[config.mk]
export PLATFORM = sky130hd
export DESIGN_NAME = number_analyzer
export DESIGN_NICKNAME = d
export VERILOG_FILES = /design/src/rtl/number_analyzer_pkg.sv /design/src/rtl/number_analyzer_palindrome.sv /design/src/rtl/number_analyzer.sv
export SDC_FILE = /design/constraint.sdc
export NUM_CORES = 1
export LEC_CHECK = 0
export BUFFER_PORTS_ARGS = -buffer_cell sky130_fd_sc_hd__buf_2
export CAP_MARGIN = 15
export CORE_MARGIN = 8
export CORE_UTILIZATION = 40
export DETAILED_ROUTE_END_ITERATION = 12
export PLACE_DENSITY = 0.67
export SLEW_MARGIN = 20
export SYNTH_ARGS = -nofsm -noshare
export SYNTH_HDL_FRONTEND = slang
export SYNTH_SLANG_ARGS = --single-unit
[constraint.sdc]
create_clock -name clk -period 9.4 [get_ports clk]
set_input_delay 2.35 -clock clk [delete_from_list [all_inputs] [get_ports clk]]
set_output_delay 2.35 -clock clk [all_outputs]
set_load 0.03 [all_outputs]
[src/rtl/number_analyzer_pkg.sv]
// Shared definitions for number_analyzer.
//   - State encodings of the three classifier FSMs. The numeric values are
//     visible on the top-level state ports, so they must not be renumbered.
//   - RADIX: palindrome radix, 2 when NUMBER_ANALYZER_BINARY_PAL_EN is
//     defined, otherwise 10.
package number_analyzer_pkg;

  typedef enum logic [1:0] {
    EVEN_IDLE  = 2'd0,
    EVEN_CHECK = 2'd1,
    EVEN_EVEN  = 2'd2,
    EVEN_ODD   = 2'd3
  } even_state_t;

  typedef enum logic [3:0] {
    FIB_IDLE   = 4'd0,
    FIB_INIT   = 4'd1,
    FIB_CMP    = 4'd2,
    FIB_OVER   = 4'd3,
    FIB_ADD    = 4'd4,
    FIB_SHA    = 4'd5,
    FIB_SHB    = 4'd6,
    FIB_FIB    = 4'd7,
    FIB_NOTFIB = 4'd8
  } fib_state_t;

  // Codes 7 and 8 are deliberately unused so that NOTPAL reads as 9.
  typedef enum logic [3:0] {
    PAL_IDLE   = 4'd0,
    PAL_INIT   = 4'd1,
    PAL_LOOP   = 4'd2,
    PAL_DIGIT  = 4'd3,
    PAL_ACCUM  = 4'd4,
    PAL_CMP    = 4'd5,
    PAL_PAL    = 4'd6,
    PAL_NOTPAL = 4'd9
  } pal_state_t;

`ifdef NUMBER_ANALYZER_BINARY_PAL_EN
  localparam int RADIX = 2;
`else
  localparam int RADIX = 10;
`endif

endpackage

[src/rtl/number_analyzer_palindrome.sv]
// Palindrome classifier: reverses the operand digit by digit and compares
// the reversal with the operand latched at start.
// Configuration macro: NUMBER_ANALYZER_BINARY_PAL_EN selects radix 2
// (bit reversal of the significant bits); otherwise radix 10.
// Ports:
//   clk           in   clock, rising edge
//   reset         in   asynchronous active-high reset
//   go            in   run/hold level; low returns the FSM to IDLE
//   number        in   operand, latched when leaving IDLE
//   is_palindrome out  registered result, set on entering PAL
//   state         out  current FSM state code
module number_analyzer_palindrome
  import number_analyzer_pkg::*;
#(
  parameter int W = 32
) (
  input  logic         clk,
  input  logic         reset,
  input  logic         go,
  input  logic [W-1:0] number,
  output logic         is_palindrome,
  output logic [3:0]   state
);

  pal_state_t   cur, nxt;
  logic [W-1:0] pal_num;
  logic [W-1:0] tmp;
  logic [W+1:0] rev;   // two spare bits: the reversal of a W-bit value can exceed W bits
  logic [3:0]   dig_r;
  logic [W-1:0] quo_r;
  logic [3:0]   dig_c;
  logic [W-1:0] quo_c;
  logic [W+1:0] rev_c;

`ifdef NUMBER_ANALYZER_BINARY_PAL_EN
  always_comb begin
    dig_c = {3'b000, tmp[0]};
    quo_c = tmp >> 1;
    rev_c = (rev << 1) | (W+2)'(dig_r);
  end
`else
  localparam logic [W-1:0] RAD     = W'(RADIX);
  localparam logic [W+1:0] REV_RAD = (W+2)'(RADIX);

  always_comb begin
    dig_c = 4'(tmp % RAD);
    quo_c = tmp / RAD;
    rev_c = rev * REV_RAD + (W+2)'(dig_r);
  end
`endif

  always_comb begin
    nxt = cur;
    case (cur)
      PAL_IDLE:   if (go) nxt = PAL_INIT;
      PAL_INIT:   nxt = go ? PAL_LOOP : PAL_IDLE;
      PAL_LOOP:   if (!go) nxt = PAL_IDLE;
                  else     nxt = (tmp == '0) ? PAL_CMP : PAL_DIGIT;
      PAL_DIGIT:  nxt = go ? PAL_ACCUM : PAL_IDLE;
      PAL_ACCUM:  nxt = go ? PAL_LOOP : PAL_IDLE;
      PAL_CMP:    if (!go) nxt = PAL_IDLE;
                  else     nxt = (rev == {2'b00, pal_num}) ? PAL_PAL : PAL_NOTPAL;
      PAL_PAL,
      PAL_NOTPAL: if (!go) nxt = PAL_IDLE;
      default:    nxt = PAL_IDLE;
    endcase
  end

  always_ff @(posedge clk or posedge reset) begin
    if (reset) begin
      cur           <= PAL_IDLE;
      pal_num       <= '0;
      tmp           <= '0;
      rev           <= '0;
      dig_r         <= '0;
      quo_r         <= '0;
      is_palindrome <= 1'b0;
    end else begin
      cur <= nxt;
      case (cur)
        PAL_IDLE: if (go) begin
          pal_num       <= number;
          is_palindrome <= 1'b0;
        end
        PAL_INIT: begin
          tmp <= pal_num;
          rev <= '0;
        end
        PAL_DIGIT: begin
          dig_r <= dig_c;
          quo_r <= quo_c;
        end
        PAL_ACCUM: begin
          rev <= rev_c;
          tmp <= quo_r;
        end
        default: ;
      endcase
      if (cur == PAL_CMP && nxt == PAL_PAL) is_palindrome <= 1'b1;
    end
  end

  assign state = cur;

endmodule

[src/rtl/number_analyzer.sv]
// Classifies one unsigned operand three ways with independent FSMs that
// start together on go_i and finish at different times: even/odd,
// Fibonacci membership and palindrome (decimal, or binary when
// NUMBER_ANALYZER_BINARY_PAL_EN is defined).
// Ports:
//   clk                   in   clock, rising edge
//   reset                 in   asynchronous active-high reset
//   go_i                  in   run/hold level; low returns all FSMs to IDLE
//   number                in   operand (W bits), latched when each FSM leaves IDLE
//   isEven                out  registered even flag
//   isFibonacci           out  registered Fibonacci flag
//   isPalindrome          out  registered palindrome flag
//   stuckStateEven        out  even FSM state code (2 bits)
//   stuckStateFibonacci   out  Fibonacci FSM state code (4 bits)
//   stuckStatePalindrome  out  palindrome FSM state code (4 bits)
module number_analyzer
  import number_analyzer_pkg::*;
#(
  parameter int W = 32
) (
  input  logic         clk,
  input  logic         reset,
  input  logic         go_i,
  input  logic [W-1:0] number,
  output logic         isEven,
  output logic         isFibonacci,
  output logic         isPalindrome,
  output logic [1:0]   stuckStateEven,
  output logic [3:0]   stuckStateFibonacci,
  output logic [3:0]   stuckStatePalindrome
);

  // Even/odd FSM
  even_state_t even_state, even_next;
  logic        even_bit;

  always_comb begin
    even_next = even_state;
    case (even_state)
      EVEN_IDLE:  if (go_i) even_next = EVEN_CHECK;
      EVEN_CHECK: if (!go_i) even_next = EVEN_IDLE;
                  else       even_next = even_bit ? EVEN_ODD : EVEN_EVEN;
      EVEN_EVEN,
      EVEN_ODD:   if (!go_i) even_next = EVEN_IDLE;
      default:    even_next = EVEN_IDLE;
    endcase
  end

  always_ff @(posedge clk or posedge reset) begin
    if (reset) begin
      even_state <= EVEN_IDLE;
      even_bit   <= 1'b0;
      isEven     <= 1'b0;
    end else begin
      even_state <= even_next;
      if (even_state == EVEN_IDLE && go_i) begin
        even_bit <= number[0];
        isEven   <= 1'b0;
      end
      if (even_state == EVEN_CHECK && even_next == EVEN_EVEN) isEven <= 1'b1;
    end
  end

  assign stuckStateEven = even_state;

  // Fibonacci FSM: walks a through the sequence until it meets or passes n.
  // a, b, t carry one extra bit so the largest term needed (F49) never wraps.
  fib_state_t   fib_state, fib_next;
  logic [W-1:0] fib_n;
  logic [W:0]   fib_a, fib_b, fib_t;

  always_comb begin
    fib_next = fib_state;
    case (fib_state)
      FIB_IDLE:   if (go_i) fib_next = FIB_INIT;
      FIB_INIT:   fib_next = go_i ? FIB_CMP : FIB_IDLE;
      FIB_CMP:    if (!go_i) fib_next = FIB_IDLE;
                  else       fib_next = (fib_a == {1'b0, fib_n}) ? FIB_FIB : FIB_OVER;
      FIB_OVER:   if (!go_i) fib_next = FIB_IDLE;
                  else       fib_next = (fib_a > {1'b0, fib_n}) ? FIB_NOTFIB : FIB_ADD;
      FIB_ADD:    fib_next = go_i ? FIB_SHA : FIB_IDLE;
      FIB_SHA:    fib_next = go_i ? FIB_SHB : FIB_IDLE;
      FIB_SHB:    fib_next = go_i ? FIB_CMP : FIB_IDLE;
      FIB_FIB,
      FIB_NOTFIB: if (!go_i) fib_next = FIB_IDLE;
      default:    fib_next = FIB_IDLE;
    endcase
  end

  always_ff @(posedge clk or posedge reset) begin
    if (reset) begin
      fib_state   <= FIB_IDLE;
      fib_n       <= '0;
      fib_a       <= '0;
      fib_b       <= '0;
      fib_t       <= '0;
      isFibonacci <= 1'b0;
    end else begin
      fib_state <= fib_next;
      case (fib_state)
        FIB_IDLE: if (go_i) begin
          fib_n       <= number;
          isFibonacci <= 1'b0;
        end
        FIB_INIT: begin
          fib_a <= '0;
          fib_b <= (W+1)'(1);
        end
        FIB_ADD: fib_t <= fib_a + fib_b;
        FIB_SHA: fib_a <= fib_b;
        FIB_SHB: fib_b <= fib_t;
        default: ;
      endcase
      if (fib_state == FIB_CMP && fib_next == FIB_FIB) isFibonacci <= 1'b1;
    end
  end

  assign stuckStateFibonacci = fib_state;

  // Palindrome FSM and its radix datapath
  number_analyzer_palindrome #(
    .W (W)
  ) u_pal (
    .clk           (clk),
    .reset         (reset),
    .go            (go_i),
    .number        (number),
    .is_palindrome (isPalindrome),
    .state         (stuckStatePalindrome)
  );

endmodule

==> out/metrics.cfg, run 1 <==
[status]
violations=setup timing
status=finished with violations

[critical_path]
cp-start-kind=flip-flop
max_stage_delay_ns=0.56
r2r_slack_ns=-0.64
path_common_cell=buf_4
critPathMaxFanout=8
crit_type=reg2reg
crit_required_ns=9.90
crit_arrival_ns=10.53
slowest_stage=or4b_4
end_kind=flip-flop

[place]
placed_cells=3146
dp_hpwl_um=41600
placed_area_um2=23000
port_buffers=47
gp_congestion=0.895

[detailed_routing]
first_iter_violations=1293
wire_per_inst_um=18.1
wl_um=59200
vias=18720
drc_errors=0
ant_nets=0
via_per_inst=5.73
drtPass1Iterations=5

[clocking]
htreeDepth=1
clockBufferDepth=3
clk_pin_slew_worst_paths_ns=0.07
cts_tree=built
cts_root_buf=clkbuf_16
numCtsBuffers=28
clock-sinks=276
insertion_delay_ns=0.59
cts.hold.buffers_added=0

[floorplan]
start_util_pct=40.4
die_w_um=241
io_pins=48
dieHeight_um=241
core_area_um2=50100
fp.dieArea_um2=58100
rows=82

[global_routing]
grt_max_degree=173
gr-total-overflow=0
antenna_found_initial=1
grt_pass1_wl_um=96200
first_global_vias=18876
grt_usage_pct=19.7

[sta]
rsz0062_at_grt=true
tightestPinTransition_ns=1.03
fmax_mhz=99.6
worst_slack_ns=-0.635
fin_crit_sh_pct=107
min_period_ns=10.04
setup_viol=5
clock_skew_ns=0.0396
drv_slew=0
max_slew_margin_pct=31.4
finalHoldViolCount=0
timing.hold.ws_ns=0.480

[synth]
synth_seq_area_share_pct=34.1
syn_area_um2=20200
synth-seq-cells=276
avgSynthCellArea_um2=8.85
synth_compound_area_share_pct=23.7
ys_types=123
synth_simple_gate_area_share_pct=17.1
synth_top_flop_cell=dfrtp_1
synth_edf_count=0
synth_fa_ha_area_share_pct=8.18
async_reset_ff_share_pct=100
synth_cells=2288
synth_top_family_by_area=compound AO/OA/AOI/OAI gates
synth.mux.area_fraction_pct=6.41
syn_nets=2452
synth_xor_area_share_pct=5.19
ys.warnings.count=0

[layout]
area_growth_pct=28.1
diodes=0
drive_above_1_share_pct=29.5
finalInstanceArea_um2=25900
nets=2736
nFillCells=4574
final_util_pct=51.8
final_cells=3266

[run]
drv_cap=0

[hold_path]
hold_path.class=reg2reg

## worst max-delay path, delay by kind of cell (launching register included)
kind / cells / cell delay, ns
buf+inv: 10 / 1.59
flops: 1 / 0.44
simple gates: 11 / 2.56
compound gates: 23 / 5.22
mux: 1 / 0.16
## state kept, by name (all words and copies together) (netlist names)
register / flops
fib_b: 33
u_pal.state: 4
u_pal.pal_num: 32
fib_t: 33
even_bit: 1
stuckStateFibonacci: 4
isEven: 1
stuckStateEven: 2
u_pal.dig_r: 4
u_pal.tmp: 32
u_pal.quo_r: 29
fib_a: 33
isFibonacci: 1
u_pal.is_palindrome: 1
u_pal.rev: 34
fib_n: 32
## synthesized netlist by cell type (6+ instances only)
cell	n	area, um^2
nand3b_1	6	45.0
buf_4	10	75.1
clkbuf_1	98	368
nor2b_1	25	156
a22o_1	67	587
o2111ai_1	6	52.6
nor3b_1	11	82.6
a31oi_1	21	131
nand3_1	38	190
xnor2_1	93	815
a21boi_0	8	60.1
a21o_1	30	225
or3_1	9	56.3
nand4_1	31	194
o21bai_1	11	82.6
or2_2	6	37.5
mux2i_1	45	450
o21a_1	11	82.6
nor2_1	141	529
mux2_2	70	788
o21ai_1	13	65.1
nor3_1	43	215
a211oi_1	17	128
a211o_1	10	87.6
buf_2	15	75.1
xor2_1	27	236
nand2b_1	24	150
and2_1	13	81.3
inv_1	121	454
buf_6	6	67.6
a221oi_1	11	96.3
o31ai_1	22	165
and3_1	33	206
o211ai_1	24	180
nor4_1	13	81.3
dfrtp_1	276	6910
ha_1	126	1580
o221ai_1	8	70.1
o21ai_0	187	936
nand2_1	264	991
a21oi_1	106	531
## placed cells by master (no fill, tap or decap), types with 10 or more instances in the layout
cell,n
nor3_1,33
clkbuf_16,29
o211ai_1,24
nor2b_1,24
o31ai_1,17
o21ai_2,10
dfrtp_1,272
nand2b_1,21
a31oi_1,16
and3_1,31
xor2_1,26
nor2_2,10
a22o_1,67
buf_6,20
nand3_1,29
nand2_1,257
buf_2,47
a21oi_2,14
mux2_2,69
buf_4,313
xnor2_1,91
a21o_1,30
o21bai_1,10
ha_1,126
nor2_1,129
inv_1,119
mux2i_1,41
o21ai_0,179
a21oi_1,90
nand4_1,31
## cell families (layout without fill, tap and decap cells)
kind of cell             after synthesis  after routing
multiplexers                         120            120
AND/OR/NAND/NOR                      704            704
AO/OA/AOI/OAI                        680            681
buffers and inverters                257            562
XOR/XNOR                             120            120
adder cells (fa/ha/maj)              131            131
flip-flops                           276            276
## per-layer routing
metal  up-vias  routed length (um)  track usage [%]
met1      9222               27000             26.5
met2       465               27800             33.1
li1       8920                   -                -
met5         -                   9                0
met4         2                1650             5.57
met3       111                2690             2.57
## path summary, 6_finish.rpt
kind                                startpoint                  end  depth (start not counted)
max in group asynchronous                reset        u_pal.tmp[31]                          3
hold reg to reg            u_pal.is_palindrome  u_pal.is_palindrome                          2
setup / recovery                 u_pal.tmp[31]       u_pal.dig_r[2]                         45
setup reg to reg                 u_pal.tmp[31]       u_pal.dig_r[2]                         45
hold / removal             u_pal.is_palindrome  u_pal.is_palindrome                          2
min in group asynchronous                reset               isEven                          2
## through the flow
| stage | setup TNS [ns] | setup WS [ns] |
|---|---|---|
| after floorplan | -0.237 | -0.228 |
| after global placement | -5.62 | -1.16 |
| after detailed placement | -6.39 | -1.24 |
| after CTS | -1.99 | -0.543 |
| after global routing | -4.18 | -0.966 |
| final | -2.30 | -0.635 |
## final cells by class
| cell class | count | area (um^2) | share of cell area (%) |
|---|---|---|---|
| multi-input combinational | 1756 | 13800 | 53.1 |
| sequential | 276 | 6910 | 26.6 |
| clock inverter | 19 | 263 | 1.01 |
| clock buffer | 33 | 729 | 2.81 |
| inverter | 123 | 465 | 1.79 |
| timing repair buffer | 387 | 2960 | 11.4 |
| tap | 672 | 841 | 3.24 |
## timing repair
action | in CTS | in global routing
gates resized for setup | 136 | 132
gates cloned | 3 | 1
setup endpoints to repair | 7 | 7
setup buffers | 36 | 30
pin swaps | 51 | 83
Power of run 1 is not shown: default switching activity piles up to over one toggle a cycle in this logic, so the estimate is an artifact.
==> run 2: changes to the inputs <==
CORE_UTILIZATION = 58   (was 40)
PLACE_DENSITY = 0.88   (was 0.67)
==> run 2 against run 1 <==
Effect of this change: the run still ends with setup timing left; sequential cell count unchanged; fmax decreased by 3.3%; final cell count is 6.7% lower; worst setup slack worse by 0.34 ns; register-to-register slack lost 0.34 ns; global-route usage is 11 points higher; non-clock buffer count unchanged; critical endpoint unchanged; highest routed layer unchanged.
==> out/metrics.cfg, run 2 (synthesis results as in run 1) <==
[sta]
clock_skew_ns=0.0513
setup_viol=7
drv_slew=0
fin_crit_sh_pct=110
finalHoldViolCount=0
worst_slack_ns=-0.980
tightestPinTransition_ns=1.13
max_slew_margin_pct=24.7
rsz0062_at_grt=true
min_period_ns=10.38
fmax_mhz=96.3

[place]
dp_slack_ns=-1.14
port_buffers=47
gp_congestion=0.950
dp_hpwl_um=42500

[clocking]
cts_root_buf=clkbuf_16
htreeDepth=1
numCtsBuffers=28
cts_tree=built
cts.hold.buffers_added=0
insertion_delay_ns=0.59
clock-sinks=276
clockBufferDepth=3
clk_pin_slew_worst_paths_ns=0.06

[layout]
regMostFlops=u_pal.rev
nFillCells=2147
largest_register_ff_count=34
diodes=0
final_common_cell=buf_4
nets=2737
area_growth_pct=25.5
drive_above_1_share_pct=28.7
seq_area_um2=6910
final_cell_mix=buf_4, dfrtp_1, nand2_1, o21ai_0, nor2_1
multi_input_area_um2=13600

[floorplan]
core_area_um2=34500
fp.dieArea_um2=41100
rows=68
start_util_pct=58.8
dieHeight_um=203
die_w_um=203
io_pins=48

[status]
status=finished with violations
violations=setup timing

[detailed_routing]
drtPass1Iterations=6
wire_per_inst_um=22.0
ant_nets=0
via_per_inst=6.70
wl_um=67000
first_iter_violations=2245
vias=20399
drc_errors=0

[global_routing]
first_global_vias=20737
grt_max_degree=158
antenna_found_initial=1
gr-total-overflow=0
grt_pass1_wl_um=105000
grt_usage_pct=30.4

[critical_path]
crit_type=reg2reg
crit_cells=42
reg2reg_from=u_pal.tmp[27]
crit_required_ns=9.89
critPathMaxFanout=8
path_common_cell=buf_4
worstRegToRegCells=42
cp-start-kind=flip-flop
end_kind=flip-flop
critPathBufInv=8
crit_family=compound AO/OA/AOI/OAI gates
slowest_stage=or4b_4
critPathLaunch=u_pal.tmp[27]
crit_arrival_ns=10.87
max_stage_delay_ns=0.57

[hold_path]
hold_path.class=reg2reg
min_path_cells=2
min_from=u_pal.quo_r[24]

[run]
drv_cap=0

[run 2: changes by cell type in the layout (fill, tap and decap cells not counted), sizes merged]
cell	delta
inv	-2
bufinv	-3
clkbuf	+5
clkinvlp	-3
o32ai	+1
buf	+1
clkinv	-2
[run 2: worst reg2reg max path, delay by kind of cell, from the launching register on]
kind,cells,cell delay (ns)
AOI/OAI and AO/OA,20,4.75
and+or+nand+nor,11,2.80
buffers and inverters,8,1.40
muxes,3,0.84
DFF,1,0.53
[run 2: final cells by class]
type,count,share of cell area [%]
Clock buffer,39,3.19
Clock inverter,9,0.497
Inverter,123,1.83
Multi-Input combinational cell,1757,53.5
Sequential cell,276,27.2
Tap cell,455,2.24
Timing Repair Buffer,387,11.6
[run 2: final timing paths]
| path | end | slack (ns) |
|---|---|---|
| min | u_pal.tmp[24] | 0.48 |
| max reg2reg | u_pal.dig_r[2] | -0.98 |
| max in group asynchronous | u_pal.pal_num[25] | 5.90 |
| min in group asynchronous | stuckStateEven[0] | 1.95 |
| min reg2reg | u_pal.tmp[24] | 0.48 |
| max | u_pal.dig_r[2] | -0.98 |
[run 2: per-stage QoR]
| stage | area (um^2) | std cells | util [%] | setup TNS, ns | hold slack [ns] |
|---|---|---|---|---|---|
| final | 25400 | 3046 | 73.8 | -4.61 | 0.479 |
| after global routing | 25400 | 3046 | 73.8 | -7.18 | 0.509 |
| after CTS | 24700 | 3016 | 71.6 | -1.95 | 0.484 |
| after detailed placement | 22700 | 2926 | 65.9 | -5.91 | 0.469 |
| after global placement | 22700 | 2926 | 65.9 | -4.65 | 0.458 |
| after floorplan | 20500 | 2288 | - | -0.237 | 0.439 |
[run 2: timing repair]
item                                    4_1_cts  5_1_grt
pin swaps                                    56       80
cloned                                        1        1
resized for setup                           136       96
setup buffers                                41       29
endpoints found under the setup margin        7        8
[run 2: layer usage]
metal	global-route usage, %	wire [um]	up-vias
met3	4.65	6000	353
li1	-	-	8909
met1	37.5	25100	9805
met5	0	12	-
met4	16.1	3710	2
met2	51.1	32100	1330
Power of run 2 is left out for the same reason.
